**src/rtl/uart_wishbone_bridge.sv**
```systemverilog
// Host command bridge: framed UART bytes in, Wishbone classic single cycles out.
// Frames are CMD LEN A3..A0 [data words]; read data is returned MSB first.
module uart_wishbone_bridge #(
    parameter int ADDR_WIDTH = 30,
    parameter int TIMEOUT    = 1000000
) (
    input  logic                  clk,
    input  logic                  rst,
    input  logic [7:0]            rx_data,
    input  logic                  rx_valid,
    output logic                  rx_ready,
    output logic [7:0]            tx_data,
    output logic                  tx_valid,
    input  logic                  tx_ready,
    output logic                  wb_cyc,
    output logic                  wb_stb,
    output logic                  wb_we,
    output logic [ADDR_WIDTH-1:0] wb_adr,
    output logic [31:0]           wb_dat_w,
    output logic [3:0]            wb_sel,
    input  logic [31:0]           wb_dat_r,
    input  logic                  wb_ack
);

    typedef enum logic [2:0] {
        S_IDLE, S_LEN, S_ADDR, S_WDATA, S_WB_WR, S_WB_RD, S_SEND
    } state_t;

    localparam logic [31:0] TO_LIM = (TIMEOUT == 0) ? 32'd0 : 32'(TIMEOUT - 1);

    state_t      state;
    state_t      state_nx;
    logic        cmd_wr;
    logic [7:0]  word_cnt;
    logic [1:0]  byte_cnt;
    logic [31:0] tcnt;
    logic [23:0] rd_sh;
    logic        cyc_q;

    logic rx_acc;
    logic tx_acc;
    logic ack;
    logic parsing;
    logic timeout;
    logic last_byte;

    assign rx_acc    = rx_valid && rx_ready;
    assign tx_acc    = tx_valid && tx_ready;
    assign ack       = cyc_q && wb_ack;
    assign last_byte = (byte_cnt == 2'd3);
    assign parsing   = (state == S_LEN) || (state == S_ADDR) || (state == S_WDATA);
    // An accepted byte in the limit cycle takes precedence over the abort.
    assign timeout   = (TIMEOUT != 0) && parsing && !rx_acc && (tcnt == TO_LIM);

    always_ff @(posedge clk or posedge rst) begin
        if (rst) begin
            state <= S_IDLE;
        end else begin
            state <= state_nx;
        end
    end

    always_comb begin
        state_nx = state;
        unique case (state)
            S_IDLE: begin
                if (rx_acc && (rx_data == 8'h01 || rx_data == 8'h02)) state_nx = S_LEN;
            end
            S_LEN: begin
                if (rx_acc) state_nx = (rx_data == 8'h00) ? S_IDLE : S_ADDR;
                else if (timeout) state_nx = S_IDLE;
            end
            S_ADDR: begin
                if (rx_acc && last_byte) state_nx = cmd_wr ? S_WDATA : S_WB_RD;
                else if (timeout) state_nx = S_IDLE;
            end
            S_WDATA: begin
                if (rx_acc && last_byte) state_nx = S_WB_WR;
                else if (timeout) state_nx = S_IDLE;
            end
            S_WB_WR: begin
                if (ack) state_nx = (word_cnt != 8'd1) ? S_WDATA : S_IDLE;
            end
            S_WB_RD: begin
                if (ack) state_nx = S_SEND;
            end
            S_SEND: begin
                if (tx_acc && last_byte) state_nx = (word_cnt != 8'd0) ? S_WB_RD : S_IDLE;
            end
            default: state_nx = S_IDLE;
        endcase
    end

    always_comb begin
        rx_ready = parsing || (state == S_IDLE);
        tx_valid = (state == S_SEND);
        wb_cyc   = cyc_q;
        wb_stb   = cyc_q;
        wb_we    = cyc_q && (state == S_WB_WR);
        wb_sel   = cyc_q ? 4'hF : 4'h0;
    end

    always_ff @(posedge clk or posedge rst) begin
        if (rst) begin
            cmd_wr   <= 1'b0;
            word_cnt <= 8'd0;
            byte_cnt <= 2'd0;
            wb_adr   <= '0;
            wb_dat_w <= 32'd0;
            cyc_q    <= 1'b0;
            rd_sh    <= 24'd0;
            tx_data  <= 8'd0;
        end else begin
            unique case (state)
                S_IDLE: begin
                    byte_cnt <= 2'd0;
                    if (rx_acc) cmd_wr <= (rx_data == 8'h01);
                end
                S_LEN: begin
                    if (rx_acc) word_cnt <= rx_data;
                end
                S_ADDR: begin
                    if (rx_acc) begin
                        wb_adr   <= ADDR_WIDTH'({wb_adr, rx_data});
                        byte_cnt <= byte_cnt + 2'd1;
                    end
                end
                S_WDATA: begin
                    if (rx_acc) begin
                        wb_dat_w <= {wb_dat_w[23:0], rx_data};
                        byte_cnt <= byte_cnt + 2'd1;
                    end
                end
                S_WB_WR, S_WB_RD: begin
                    if (!cyc_q) begin
                        cyc_q <= 1'b1;
                    end else if (wb_ack) begin
                        cyc_q    <= 1'b0;
                        wb_adr   <= wb_adr + ADDR_WIDTH'(1);
                        word_cnt <= word_cnt - 8'd1;
                        if (state == S_WB_RD) begin
                            tx_data <= wb_dat_r[31:24];
                            rd_sh   <= wb_dat_r[23:0];
                        end
                    end
                end
                S_SEND: begin
                    if (tx_acc) begin
                        byte_cnt <= byte_cnt + 2'd1;
                        tx_data  <= rd_sh[23:16];
                        rd_sh    <= {rd_sh[15:0], 8'h00};
                    end
                end
                default: ;
            endcase
        end
    end

    always_ff @(posedge clk or posedge rst) begin
        if (rst) begin
            tcnt <= 32'd0;
        end else if (TIMEOUT == 0 || !parsing || rx_acc || timeout) begin
            tcnt <= 32'd0;
        end else begin
            tcnt <= tcnt + 32'd1;
        end
    end

endmodule

```
**config.mk**
```make
export PLATFORM = sky130hd
export DESIGN_NAME = uart_wishbone_bridge
export DESIGN_NICKNAME = d
export VERILOG_FILES = /design/src/rtl/uart_wishbone_bridge.sv
export SDC_FILE = /design/constraint.sdc
export NUM_CORES = 1
export LEC_CHECK = 0
export BUFFER_PORTS_ARGS = -buffer_cell sky130_fd_sc_hd__buf_4
export CAP_MARGIN = 20
export CORE_MARGIN = 1.5
export CORE_UTILIZATION = 40
export DETAILED_ROUTE_END_ITERATION = 8
export HOLD_SLACK_MARGIN = 0.03
export RECOVER_POWER = 25
export SLEW_MARGIN = 15
export SYNTH_ARGS = -nofsm -noshare
export SYNTH_HDL_FRONTEND = slang
export SYNTH_SLANG_ARGS = --single-unit
export TNS_END_PERCENT = 50
```
**constraint.sdc**
```tcl
create_clock -name clk -period 6.4 [get_ports clk]
set_input_delay 0.96 -clock clk [delete_from_list [all_inputs] [get_ports clk]]
set_output_delay 0.96 -clock clk [all_outputs]
set_load 0.05 [all_outputs]
```
==> results.sh <==
export IMPL_placed_cell_area_um2=8310
export IMPL_cp_top_family="buffers and inverters"
export IMPL_endpoint_kind="output port"
export IMPL_syn_nets=777
export IMPL_grt_max_degree=77
export IMPL_drv_slew=77
export IMPL_dp_cells=1039
export IMPL_p_total_mw=4.65
export IMPL_utilization=0.494
export IMPL_layout_drive_gt1_share=0.246
export IMPL_vdd_ir_drop_worst_uv=327
export IMPL_p_leak_nw=3.74
export IMPL_finalNonFillerCells=1071
export IMPL_overflow=0
export IMPL_worstPathMaxFanout=27
export IMPL_relSlewSlack=-1.22
export IMPL_viasPerCell=5.61
export IMPL_finClkSkew_ps=8.33
export IMPL_die_area_um2=19100
export IMPL_drcViolationCount=0
export IMPL_grt_pass1_wl_um=29900
export IMPL_crit_type="reg2out"
export IMPL_totalWireLength_um=17900
export IMPL_cpMaxStageDelayCell="dfrtp_1"
export IMPL_final_area_um2=8840
export IMPL_area_delta_synth_final_pct=21.2
export IMPL_placement_rows=49
export IMPL_clk_path_buf_depth=2
export IMPL_clock_sinks=141
export IMPL_violations="capacitance limit, slew limit"
export IMPL_pre_cts_ws_ps=3290
export IMPL_hold_viol=0
export IMPL_cts_htree_levels=4
export IMPL_setup_violations=0
export IMPL_syn_avg_cell_area_um2=10.0
export IMPL_worstPathArrival_ps=2570
export IMPL_status="finished with violations"
export IMPL_worstSkewPairLatency_ps=420
export IMPL_gp_congestion=0.857
export IMPL_layout_commonest_cell="dfrtp_1"
export IMPL_chipHeight_um=138
export IMPL_power_density_nw_per_um2=526
export IMPL_grtUsageTotal=0.189
export IMPL_async_reset_ff_frac=1.00
export IMPL_rsz0062_at_grt="no"
export IMPL_ios=124
export IMPL_worstPathCellList="nor2b_1 > nand2_1 > inv_2 > buf_4"
export IMPL_postRouteAntennaNets=0
export IMPL_dieWidth_um=138
export IMPL_max_freq_mhz=283
export IMPL_netlist_instances=726
export IMPL_cap_violations=1
export IMPL_cts_resized=0
export IMPL_cts_clk_slew_worst_paths_ps=60
export IMPL_worst_slack_ps=2870
export IMPL_synth_flop_cell="dfrtp_1"
export IMPL_min_period_over_period=0.551
export IMPL_synth_area_um2=7290
export IMPL_post_cts_buffers=0
export IMPL_synth_edf_count=0
export IMPL_worst_pin_slew_ps=3310
export IMPL_first_pass_iters=5
export IMPL_cts_tree="done"
export IMPL_start_util=0.407
export IMPL_synth_distinct_cells=71
export IMPL_seq_area_frac_synth=0.484
export IMPL_cpPeakStageDelay_ps=720
export IMPL_crit_required_ps=5440
export IMPL_num_vias=6005
export IMPL_synth_seq_cells=141
export IMPL_core_um2=17900
export IMPL_cts_buffers=17
export IMPL_yosysWarnings=0
export IMPL_startpoint_type="register"
export IMPL_nets=880
export IMPL_mostFrequentLayoutCells="dfrtp_1, buf_4, nand2_1"
export IMPL_hold_ws_ps=486
export IMPL_cts_hold_buf=0
export IMPL_n_antenna_cell=0
export IMPL_root_buffer="clkbuf_16"
export IMPL_portBuffers=123
export IMPL_drtIter0Drc=482
export IMPL_hpwl_um=12400
export IMPL_setup_tns_ps=0
export IMPL_grt_pass1_vias=5962
export IMPL_min_path_type="reg2reg"
export IMPL_wl_per_cell_um=16.7
export IMPL_path_buf_inv=2
export IMPL_grt_antenna_before_repair=0
export IMPL_period_needed_ps=3530
-- final cells by class --
class	instances	area, um^2
repair buffers	130	935
well taps	229	287
multi-input cells	527	3460
fillers	1698	9060
clock buffers	18	439
flip-flops and latches	141	3530
inverters	12	46.3
clock inverters	14	144
-- state kept, by name (all words and copies together) (netlist names) --
register  flops
wb_adr       30
tcnt         32
wb_cyc        1
state         3
cmd_wr        1
tx_data       8
rd_sh        24
byte_cnt      2
wb_dat_w     32
word_cnt      8
-- synthesized netlist by cell type, drive strengths merged (2+ instances only) --
| library cell | n | share of area |
|---|---|---|
| nor2 | 52 | 0.027 |
| nand3 | 32 | 0.023 |
| a22o | 12 | 0.014 |
| a21oi | 43 | 0.030 |
| nor4 | 16 | 0.018 |
| mux2i | 24 | 0.033 |
| and2 | 4 | 0.0036 |
| ha | 6 | 0.010 |
| o2bb2a | 3 | 0.0041 |
| a31oi | 5 | 0.0043 |
| o31ai | 3 | 0.0031 |
| nand4 | 26 | 0.029 |
| a311oi | 3 | 0.0036 |
| o22a | 4 | 0.0048 |
| nor3 | 18 | 0.015 |
| and3 | 11 | 0.0094 |
| mux2 | 34 | 0.052 |
| nor2b | 3 | 0.0026 |
| a22oi | 2 | 0.0021 |
| a2bb2oi | 2 | 0.0024 |
| o211ai | 5 | 0.0051 |
| xor2 | 15 | 0.018 |
| clkbuf | 11 | 0.0070 |
| nand2b | 4 | 0.0034 |
| dfrtp | 141 | 0.48 |
| a32o | 2 | 0.0027 |
| o21ai | 57 | 0.040 |
| xnor2 | 14 | 0.017 |
| inv | 11 | 0.0057 |
| buf | 35 | 0.030 |
| o22ai | 11 | 0.0094 |
| and4 | 10 | 0.012 |
| or2 | 2 | 0.0017 |
| or3 | 4 | 0.0041 |
| or4 | 6 | 0.0062 |
| nand2 | 77 | 0.040 |
| o32ai | 2 | 0.0024 |
-- cell families after synthesis --
logic type	synth area share
buffers and inverters	0.0434
flip-flops	0.484
XOR/XNOR	0.0348
AND/OR/NAND/NOR	0.202
adder cells (fa/ha/maj)	0.0103
AO/OA/AOI/OAI	0.141
multiplexers	0.0854
-- worst reg2reg max path: cells and delay by family (launching register included) --
kind                   cells  cell delay [ps]
and+or+nand+nor            4             1640
DFF                        1              600
buffers and inverters      1              520
-- where the power goes --
part / internal, mW / total [mW] / switching [mW]
Sequential: 1.21 / 1.57 / 0.361
Combinational: 0.696 / 2.11 / 1.42
Clock: 0.584 / 0.971 / 0.388
Total: 2.49 / 4.65 / 2.16
-- path summary, 6_finish.rpt --
| check | slack [ps] | endpoint | start | depth (start not counted) |
|---|---|---|---|---|
| max | 2870 | tx_valid | state[1] | 4 |
| min | 490 | rd_sh[12] | rd_sh[12] | 2 |
| max reg2reg | 3580 | wb_adr[18] | state[1] | 5 |
| min reg2reg | 490 | rd_sh[12] | rd_sh[12] | 2 |
| max in group asynchronous | 2980 | wb_adr[5] | rst | 3 |
| min in group asynchronous | 1500 | tx_data[2] | rst | 2 |
-- routing by layer --
metal | vias up | share of wire | global-route usage
li1 | 2868 | - | -
met1 | 2942 | 0.44 | 0.241
met2 | 170 | 0.49 | 0.319
met3 | 25 | 0.047 | 0.0468
met4 | 0 | 0.015 | 0.0593
met5 | - | 0 | 0
Power figures use the tool's default switching activity.
